<file path="src/rtl/sort_arbiter.sv">
// Round-robin arbiter sharing one sort engine among NREQ requesters.
// Latches the winner's array, runs the engine under a timeout, and holds the result until Ack.
module sort_arbiter #(
    parameter int unsigned NREQ    = 3,
    parameter int unsigned DW      = 7,
    parameter int unsigned MAXN    = 30,
    parameter int unsigned TIMEOUT = 4096
) (
    input  logic                    Clk,
    input  logic                    Reset,
    input  logic [NREQ-1:0]         Req,
    input  logic [NREQ-1:0]         Ack,
    input  logic [NREQ*MAXN*DW-1:0] Ain_all,
    input  logic [NREQ*5-1:0]       width_all,
    input  logic                    eng_Done,
    input  logic [MAXN*DW-1:0]      eng_Aout,
    output logic                    eng_Start,
    output logic                    eng_Ack,
    output logic [MAXN*DW-1:0]      eng_Ain,
    output logic [4:0]              eng_width,
    output logic [NREQ-1:0]         Grant,
    output logic [NREQ-1:0]         Done,
    output logic [MAXN*DW-1:0]      Aout,
    output logic                    Err,
    output logic                    Busy
);

    localparam int unsigned PW = (NREQ > 1) ? $clog2(NREQ) : 1;
    localparam int unsigned CW = $clog2(TIMEOUT) + 1;
    localparam int unsigned AW = MAXN * DW;
    localparam logic [PW-1:0] PtrInit  = PW'(NREQ - 1);
    // Counter value in the last WAIT cycle, so eng_Ack lands TIMEOUT cycles after eng_Start.
    localparam logic [CW-1:0] CntLast  = CW'(TIMEOUT - 2);
    localparam logic [5:0]    MaxWidth = 6'(MAXN);

    typedef enum logic [2:0] {
        StIdle,
        StStart,
        StWait,
        StEngAck,
        StDone
    } state_e;

    state_e          state_q, state_d;
    logic [NREQ-1:0] grant_q, grant_d;
    logic [PW-1:0]   ptr_q, ptr_d;
    logic [CW-1:0]   cnt_q, cnt_d;
    logic [AW-1:0]   ain_q, ain_d;
    logic [4:0]      width_q, width_d;
    logic [AW-1:0]   aout_q, aout_d;
    logic            err_q, err_d;

    logic            found;
    logic [PW-1:0]   pick_idx;
    logic [PW-1:0]   owner_idx;
    logic            width_bad;
    int unsigned     idx;

    assign width_bad = (width_q == 5'd0) || ({1'b0, width_q} > MaxWidth);

    // First requesting index after ptr, wrapping around.
    always_comb begin
        found    = 1'b0;
        pick_idx = '0;
        idx      = 0;
        for (int i = 1; i <= int'(NREQ); i++) begin
            idx = (32'(ptr_q) + 32'(i)) % NREQ;
            for (int k = 0; k < int'(NREQ); k++) begin
                if (!found && Req[k] && (idx == 32'(k))) begin
                    found    = 1'b1;
                    pick_idx = PW'(k);
                end
            end
        end
    end

    always_comb begin
        owner_idx = '0;
        for (int k = 0; k < int'(NREQ); k++) begin
            if (grant_q[k]) begin
                owner_idx = PW'(k);
            end
        end
    end

    always_comb begin
        state_d = state_q;
        grant_d = grant_q;
        ptr_d   = ptr_q;
        cnt_d   = cnt_q;
        ain_d   = ain_q;
        width_d = width_q;
        aout_d  = aout_q;
        err_d   = err_q;

        unique case (state_q)
            StIdle: begin
                if (found) begin
                    grant_d = NREQ'(1) << pick_idx;
                    for (int k = 0; k < int'(NREQ); k++) begin
                        if (PW'(k) == pick_idx) begin
                            ain_d   = Ain_all[k*AW +: AW];
                            width_d = width_all[k*5 +: 5];
                        end
                    end
                    state_d = StStart;
                end
            end
            StStart: begin
                // An illegal width never reaches the engine; the raw array is returned.
                if (width_bad) begin
                    err_d   = 1'b1;
                    aout_d  = ain_q;
                    state_d = StDone;
                end else begin
                    cnt_d   = '0;
                    state_d = StWait;
                end
            end
            StWait: begin
                if (eng_Done) begin
                    aout_d  = eng_Aout;
                    err_d   = 1'b0;
                    state_d = StEngAck;
                end else if (cnt_q == CntLast) begin
                    aout_d  = ain_q;
                    err_d   = 1'b1;
                    state_d = StEngAck;
                end else begin
                    cnt_d = cnt_q + 1'b1;
                end
            end
            StEngAck: begin
                state_d = StDone;
            end
            StDone: begin
                if (|(Ack & grant_q)) begin
                    grant_d = '0;
                    ptr_d   = owner_idx;
                    state_d = StIdle;
                end
            end
            default: begin
                state_d = StIdle;
            end
        endcase
    end

    always_ff @(posedge Clk or posedge Reset) begin
        if (Reset) begin
            state_q <= StIdle;
            grant_q <= '0;
            ptr_q   <= PtrInit;
            cnt_q   <= '0;
            ain_q   <= '0;
            width_q <= '0;
            aout_q  <= '0;
            err_q   <= 1'b0;
        end else begin
            state_q <= state_d;
            grant_q <= grant_d;
            ptr_q   <= ptr_d;
            cnt_q   <= cnt_d;
            ain_q   <= ain_d;
            width_q <= width_d;
            aout_q  <= aout_d;
            err_q   <= err_d;
        end
    end

    assign eng_Start = (state_q == StStart) && !width_bad;
    assign eng_Ack   = (state_q == StEngAck);
    assign eng_Ain   = ain_q;
    assign eng_width = width_q;
    assign Grant     = grant_q;
    assign Done      = (state_q == StDone) ? grant_q : '0;
    assign Aout      = aout_q;
    assign Err       = err_q;
    assign Busy      = (state_q != StIdle);

endmodule

</file>
<file path="config.mk">
export PLATFORM = sky130hd
export DESIGN_NAME = sort_arbiter
export DESIGN_NICKNAME = d
export VERILOG_FILES = /design/src/rtl/sort_arbiter.sv
export SDC_FILE = /design/constraint.sdc
export NUM_CORES = 1
export LEC_CHECK = 0
export ABC_AREA = 1
export CAP_MARGIN = 20
export CORE_AREA = 5 5 504 506
export CTS_CLUSTER_SIZE = 25
export DETAILED_ROUTE_END_ITERATION = 8
export DIE_AREA = 0 0 509 511
export GPL_ROUTABILITY_DRIVEN = 0
export GPL_TIMING_DRIVEN = 0
export PLACE_DENSITY = 0.32
export REMOVE_ABC_BUFFERS = 1
export SLEW_MARGIN = 30
export SYNTH_ARGS = -nofsm -noshare
export SYNTH_HDL_FRONTEND = slang
export SYNTH_SLANG_ARGS = --single-unit
</file>
<file path="constraint.sdc">
create_clock -name Clk -period 29.2 [get_ports Clk]
set_input_delay 5.84 -clock Clk [delete_from_list [all_inputs] [get_ports Clk]]
set_output_delay 5.84 -clock Clk [all_outputs]
set_load 0.005 [all_outputs]
</file>
; Yosys cells after proc, flatten, opt, wreduce, memory -nomap -nowiden
; Cells that the tools add are included.
[word_totals]
word_cells = 129
output_inout_bits = 435
ff_bits = 447
inputBits = 864
[op_classes]
addsub = 4
mux = 46
n_reduce_logical = 45
n_div = 3
eq_ne = 20
shift = 1
magnitude_cmp = 1
bitwise = 1
[op_table]
columns = op, count
row1 = 210-bit two-way mux, 6
row2 = 210-bit one-hot mux with 2 select lines, 1
row3 = 32-bit by 1-bit equality test with 1-bit output (second input constant), 3
row4 = 32-bit by 2-bit equality test with 1-bit output (second input constant), 3
row5 = 32-bit logical NOT, 3
row6 = 32-bit by 2-bit modulo with 32-bit output (second input constant), 3
row7 = 13-bit two-way mux, 3
row8 = 13-bit one-hot mux with 2 select lines, 1
row9 = 3-bit two-way mux, 7
row10 = 1-bit logical AND, 18
row11 = 2-bit two-way mux, 8
row12 = 5-bit two-way mux, 3
row13 = 3-bit one-hot mux with 5 select lines, 1
row14 = 1-bit two-way mux, 14
row15 = 13-bit by 1-bit adder with 13-bit output (second input constant), 1
row16 = 13-bit by 12-bit equality test with 1-bit output (second input constant), 1
row17 = 2-bit inequality test (second input constant), 6
row18 = 3-bit AND reduction, 4
row19 = 1-bit logical NOT, 9
row20 = 2-bit by 2-bit adder with 3-bit output (second input constant), 2
row21 = 3-bit by 2-bit equality test with 1-bit output (second input constant), 2
row22 = 3-bit one-hot mux with 2 select lines, 1
row23 = 3-bit nonzero test, 2
row24 = 5-bit greater-than comparator (second input constant), 1
row25 = other kinds (17), 18

; Depth between registers and ports, before layout
; Gate-level depths: netlist (run 1).
[depth]
ltp_word = 41
ltp_mapped = 16
mapped_depth_nobuf = 13

; Worst setup path after synthesis (run 1)
; Ideal clock, no wire load.
[synth_timing]
kind = input-to-output
from = input port eng_Done
to = output port eng_Start
required_time_ns = 23.360
arrival_ns = 6.511
setup_slack_ns = 16.849
stages = 6
path_buffers = 1
cell_sequence = inv_1 > nor2_4 > nor2_1 > nand2_1 > buf_2 > nor2_1
[synth_rtl]
columns = element, line
row1 = from (decl), 15  ; input logic eng_Done,
row2 = to (decl), 17  ; output logic eng_Start,

==> summary.txt, run 1 <==
Global routing
  – First-pass GRT wire length: 262000 um
  – Initial antenna violation count: 66
  – Largest net degree at the start of global routing: 89
  – Vias in the first global route: 29200
  – Total GRT Usage: 0.145
  – GRT overflow: 0

Final layout
  – Layout area overhead: 77.9%
  – Fin area: 45200 um2
  – Final nets: 5499
  – Commonest non-fill, non-tap cell in the layout: nand2_1
  – Share of layout cells above drive strength 1: 0.0542
  – Most frequent cells in the layout: nand2_1, clkdlybuf4s50_1, dfrtp_1
  – Fill cell count: 28400

Yosys
  – Async S/R FF share, synth: 1.00
  – Post-synth cell types: 31
  – Number of synthesized flops with an enable pin: 0
  – Top FF cell, synth: dfrtp_1
  – Post-synthesis sequential area ratio: 0.440
  – Register bit total from synthesis: 447
  – Area contributors post-synth: dfrtp_1, nand2_1, nand3_1
  – Cell Area, Synth: 25400 um2
  – Synth Instances: 3445
  – Synth area leader: dfrtp_1
  – Avg Cell Area, Syn: 7.38 um2
  – Ys Warns: 0
  – Synth top area share: 0.439

Pwr
  – Max VDD drop: 0.0820 mV
  – Leak: 20.6 nW
  – Pwr dens: 112 nW/um2

Clock tree
  – Max Root-Sink Buffers: 3
  – H-Tree Depth: 3
  – TritonCTS clock tree: yes
  – Cts bufs inserted: 72
  – Hold-fix buffers, CTS: 0
  – Worst skew pair latency: 0.68 ns
  – Clk sinks: 447
  – Clock slew at reported path FFs: 0.05 ns
  – CTS resizes: 0
  – Root Buffer: clkbuf_16
  – Post-CTS Setup Inserts: 0

Critical path
  – Crit. End Element: primary output
  – Kind of critical path: in2out
  – Startpoint types: primary input
  – FF-to-FF Start: ptr_q[0]
  – Worst Path Required: 23.36 ns
  – Cell depth of the worst flop-to-flop path: 15
  – R2R Setup Slk: 25.53 ns
  – RR Endpoint: eng_Ain[63]
  – CP Data Arrival Time: 8.29 ns
  – Crit-path max FO: 18

Drt
  – 1st-pass router iterations: 5
  – Iteration-0 DRC Markers: 1378
  – ANT nets after route: 0
  – Via density: 3.47
  – Wirelength per Cell: 24.3 um
  – Drt drc: 0
  – Routed WL: 195000 um
  – Via count: 27900

Timing
  – Final setup viols: 0
  – Fin crit period: 14.13 ns
  – Hold WS: 0.477 ns
  – RSZ-0062 raised after global routing: no
  – Max-slew headroom: 0.564
  – Clock skew: 0.0411 ns
  – Fmax: 70.8 MHz
  – Final hold violations: 0
  – Max Slew Vio Count: 0
  – Least-Margin Pin Slew: 0.654 ns
  – Setup tns final: 0 ns
  – Fin crit share: 0.484

Floorplanning
  – Chip width: 509 um
  – Top-Level Pins: 1299
  – Die ar.: 260000 um2
  – Core area: 250000 um2
  – Initial core utilization: 0.102
  – DIE HEIGHT: 511 um
  – # rows: 184

Place
  – Placed Area: 42700 um2
  – Post-DP HPWL: 159000 um
  – IO buf count: 1298

Min path
  – Worst Hold End: Aout[17]
  – HP Class: reg2reg
  – Hold path start: Aout[17]
  – Hold path depth: 2

Job
  – Max-cap violations: 0

Run status
  – Outcome: completed
layer usage:
| layer | wire length, um | vias up | part of all wire | GRT usage |
|---|---|---|---|---|
| met5 | 138 | - | 0.00071 | 0 |
| met4 | 4250 | 24 | 0.022 | 0.0353 |
| met3 | 19300 | 200 | 0.099 | 0.0587 |
| met2 | 89900 | 1128 | 0.46 | 0.238 |
| met1 | 81700 | 13200 | 0.42 | 0.176 |
| li1 | - | 13300 | - | - |
how the worst max path moves through the flow:
stage,startpoint,end,slack (ns),depth (start not counted)
4_1_cts,eng_Done,eng_Start,14.97,8
6_report,eng_Done,eng_Start,15.07,8
3_3_place_gp,eng_Done,Aout[96],0.26,7
5_1_grt,eng_Done,eng_Start,14.88,8
2_1_floorplan,Reset,Aout[0],10.90,1
3_5_place_dp,eng_Done,eng_Start,14.96,8
Yosys cell counts, types with 8 or more instances:
cell type  instances
inv_1            240
a21oi_1          215
dfrtp_1          446
xor2_1            10
o21ai_0            8
buf_6             15
mux2_2            74
mux2_1           136
clkbuf_1          48
nand2_1         1563
buf_4             30
buf_2            143
nor2_1            40
nand3_1          442
state kept, by name (all words and copies together), names as in the netlist:
signal     count
Err            1
Aout         210
eng_width      5
cnt_q         13
Grant          3
state_q        3
eng_Ain      210
ptr_q          2
final cells by class:
cell class / count / area [um2] / share of cell area
Multi-Input combinational cell: 2515 / 12100 / 0.267
Sequential cell: 447 / 11200 / 0.247
Tap cell: 3348 / 4190 / 0.0927
Antenna cell: 14 / 35.0 / 0.000775
Timing Repair Buffer: 1349 / 14300 / 0.317
Clock buffer: 107 / 2100 / 0.0466
Clock inverter: 23 / 347 / 0.00767
Inverter: 246 / 953 / 0.0211
per-stage QoR:
step	worst slack, ns	cells	utilization	power (mW)
6_report	15.07	8049	0.181	5.06
3_3_place_gp	0.260	7854	0.165	4.45
2_1_floorplan	10.90	3208	-	2.50
4_1_cts	14.97	8035	0.181	5.25
5_1_grt	14.88	8038	0.181	5.51
3_5_place_dp	14.96	7905	0.171	4.26
cells by family (layout without fill, tap and decap cells):
family / after synthesis / after routing / synth area share
fa+ha+maj: 4 / 4 / 0.00197
compound gates: 230 / 230 / 0.0458
xor+xnor: 10 / 10 / 0.00345
other cells: 0 / 14 / 0
buf+inv: 483 / 1725 / 0.0872
mux: 210 / 210 / 0.0931
simple gates: 2061 / 2061 / 0.328
flops: 447 / 447 / 0.440
where the power goes:
group / total, mW / switching, mW / internal (mW)
clock: 0.918 / 0.370 / 0.547
sequential: 1.18 / 0.261 / 0.919
combinational: 2.96 / 1.75 / 1.22
critical path, stage by stage:
cell	delay, ns
clkdlybuf4s50_1	0.46
inv_1	0.08
nor2_4	0.44
buf_16	0.23
nor2_1	0.06
nand2_1	0.47
nor2_1	0.15
clkdlybuf4s50_1	0.53
Note: power is estimated with default switching activity, not from simulation.
==> inputs of run 2 (changes only) <==
--- a/config.mk
+++ b/config.mk
@@ -7,13 +7,13 @@
 export LEC_CHECK = 0
 export ABC_AREA = 1
 export CAP_MARGIN = 20
-export CORE_AREA = 5 5 504 506
+export CORE_AREA = 5 5 509 511
 export CTS_CLUSTER_SIZE = 25
 export DETAILED_ROUTE_END_ITERATION = 8
-export DIE_AREA = 0 0 509 511
+export DIE_AREA = 0 0 514 516
 export GPL_ROUTABILITY_DRIVEN = 0
 export GPL_TIMING_DRIVEN = 0
-export PLACE_DENSITY = 0.32
+export PLACE_DENSITY = 0.33
 export REMOVE_ABC_BUFFERS = 1
 export SLEW_MARGIN = 30
 export SYNTH_ARGS = -nofsm -noshare
==> constraint.sdc (replaced) <==
create_clock -name Clk -period 11.8 [get_ports Clk]
set_input_delay 2.36 -clock Clk [delete_from_list [all_inputs] [get_ports Clk]]
set_output_delay 2.36 -clock Clk [all_outputs]
set_load 0.005 [all_outputs]
==> run 2 against run 1 <==
  * Register-to-register slack got worse by 17 ns
  * Non-clock buffer count rose by 3
  * First-iteration DRC count rose by 18%
  * Clock power rose to 2.7 times the previous value
  * Sequential power rose by 150%
  * Worst hold slack got worse by 0.0027 ns
  * Global-route usage fell by 0.075 points
  * Clock skew fell by 0.0093 ns
  * Critical path type unchanged
==> summary.txt, run 2 (same netlist as run 1, synthesis figures left out) <==
Run status
  – Outcome: completed

Place
  – IO buf count: 1298
  – Inst Count DP: 7926
  – Post-DP HPWL: 163000 um

Global routing
  – Initial antenna violation count: 53
  – Largest net degree at the start of global routing: 98
  – Vias in the first global route: 28900
  – Total GRT Usage: 0.144
  – First-pass GRT wire length: 265000 um
  – GRT overflow: 0

Critical path
  – FF-to-FF Start: ptr_q[1]
  – CP Data Arrival Time: 4.72 ns
  – RR Endpoint: eng_Ain[142]
  – Crit. End Element: primary output
  – Worst Path Required: 9.44 ns
  – Worst Setup EP: eng_Start
  – CP max stage delay: 0.52 ns
  – Critical-path top delay cell: clkdlybuf4s50_1
  – Critical-path cell list: clkdlybuf4s50_1 > inv_1 > nor2_4 > buf_16 > nor2_1 > nand2_1 > nor2_1 > clkdlybuf4s50_1
  – Crit. Startpoint: eng_Done
  – Kind of critical path: in2out
  – Startpoint types: primary input
  – R2R Setup Slk: 8.13 ns
  – Cell depth of the worst flop-to-flop path: 13
  – Crit-path max FO: 18

Timing
  – Fin crit period: 7.08 ns
  – Max Slew Vio Count: 0
  – RSZ-0062 raised after global routing: no
  – Final hold violations: 0
  – Final setup viols: 0
  – Max-slew headroom: 0.461
  – Setup tns final: 0 ns
  – Fmax: 141 MHz
  – Clock skew: 0.0318 ns
  – Fin crit share: 0.600
  – Hold WS: 0.475 ns
  – Least-Margin Pin Slew: 0.808 ns

Clock tree
  – TritonCTS clock tree: yes
  – Worst skew pair latency: 0.70 ns
  – Max Root-Sink Buffers: 3
  – Post-CTS Setup Inserts: 0
  – CTS resizes: 0
  – Hold-fix buffers, CTS: 0
  – Cts bufs inserted: 73
  – Root Buffer: clkbuf_16
  – Clock slew at reported path FFs: 0.05 ns
  – Clk sinks: 447
  – H-Tree Depth: 3

Pwr
  – Pwr dens: 281 nW/um2
  – Total power: 12.8 mW
  – Leak: 20.7 nW
  – Max VDD drop: 0.250 mV

Drt
  – Drt drc: 0
  – Via density: 3.49
  – Wirelength per Cell: 24.7 um
  – Iteration-0 DRC Markers: 1631
  – ANT nets after route: 0
  – 1st-pass router iterations: 5
  – Via count: 28200
  – Routed WL: 200000 um

Final layout
  – Most frequent cells in the layout: nand2_1, clkdlybuf4s50_1, dfrtp_1
  – Commonest non-fill, non-tap cell in the layout: nand2_1
  – Share of layout cells above drive strength 1: 0.0573
  – Finished Layout Cells: 8078
  – Fill cell count: 28500
  – Layout area overhead: 79.0%
  – Post-layout util: 0.179
  – Final nets: 5503

Floorplanning
  – # rows: 185
  – Die ar.: 265000 um2
  – DIE HEIGHT: 516 um
  – Chip width: 514 um
  – Top-Level Pins: 1299
  – Core area: 253000 um2
  – Initial core utilization: 0.100

Job
  – Max-cap violations: 0

Min path
  – HP Class: reg2reg
-- run 2: changes by cell type in the layout (fill, tap and decap cells not counted), moves of 2 or more --
cell        change
clkbuf_1       -11
diode_2         +7
bufinv_16       +6
buf_12          +3
clkinv_4        +2
clkinvlp_4      +2
inv_6           +2
-- run 2: layout make-up --
class | instances | area [um2] | area share
repair buffers | 1352 | 14400 | 0.316
inverters | 246 | 953 | 0.0210
clock inverters | 34 | 562 | 0.0124
well taps | 3366 | 4210 | 0.0926
flip-flops and latches | 447 | 11200 | 0.246
diodes | 21 | 52.6 | 0.00116
clock buffers | 97 | 2080 | 0.0457
multi-input cells | 2515 | 12100 | 0.265
-- run 2: metal layers --
layer	wire length, um	GRT usage
met4	4400	0.0354
met1	82800	0.176
met3	18300	0.0503
met5	80	0
met2	93900	0.242
-- run 2: worst min-delay path by stage --
stage,from,end,depth (start not counted)
2_1_floorplan,Aout[103],Aout[103],2
3_3_place_gp,Aout[177],Aout[177],2
3_5_place_dp,Aout[61],Aout[61],2
4_1_cts,Aout[61],Aout[61],2
5_1_grt,Aout[166],Aout[166],2
6_report,Aout[165],Aout[165],2
-- run 2: worst max-delay path, delay by kind of cell --
kind	cells	cell delay [ns]
buffers and inverters	4	1.30
and+or+nand+nor	4	1.07
-- run 2: per-stage QoR --
stage / setup WS (ns) / instance area, um2
after floorplan: -3.02 / 24100
after global placement: -14.21 / 41300
after detailed placement: 4.68 / 42800
after CTS: 4.67 / 45400
after global routing: 4.50 / 45400
final: 4.72 / 45500
-- run 2: where the power goes --
part	switching (mW)	internal [mW]	leakage, nW
clock	0.956	1.49	1.28
sequential	0.667	2.27	5.60
combinational	4.37	3.02	13.8
total	6.00	6.79	20.7
==> inputs of run 3 (changes only) <==
--- a/config.mk
+++ b/config.mk
@@ -7,13 +7,13 @@
 export LEC_CHECK = 0
 export ABC_AREA = 1
 export CAP_MARGIN = 20
-export CORE_AREA = 5 5 509 511
+export CORE_AREA = 5 5 504 506
 export CTS_CLUSTER_SIZE = 25
 export DETAILED_ROUTE_END_ITERATION = 8
-export DIE_AREA = 0 0 514 516
+export DIE_AREA = 0 0 509 511
 export GPL_ROUTABILITY_DRIVEN = 0
 export GPL_TIMING_DRIVEN = 0
-export PLACE_DENSITY = 0.33
+export PLACE_DENSITY = 0.32
 export REMOVE_ABC_BUFFERS = 1
 export SLEW_MARGIN = 30
 export SYNTH_ARGS = -nofsm -noshare
==> constraint.sdc (replaced) <==
create_clock -name Clk -period 7.2 [get_ports Clk]
set_input_delay 1.44 -clock Clk [delete_from_list [all_inputs] [get_ports Clk]]
set_output_delay 1.44 -clock Clk [all_outputs]
set_load 0.005 [all_outputs]
==> results of run 3 <==
Same layout as run 1 (identical final DEF). Status: completed.
Among the figures that moved: setup slack after placement 14.96 ns -> 1.76 ns; setup slack after layout 15.07 ns -> 1.87 ns; register-to-register setup slack 25.53 ns -> 3.53 ns; total power 5.06 mW -> 20.5 mW; worst IR drop on VDD 0.0820 mV -> 0.332 mV
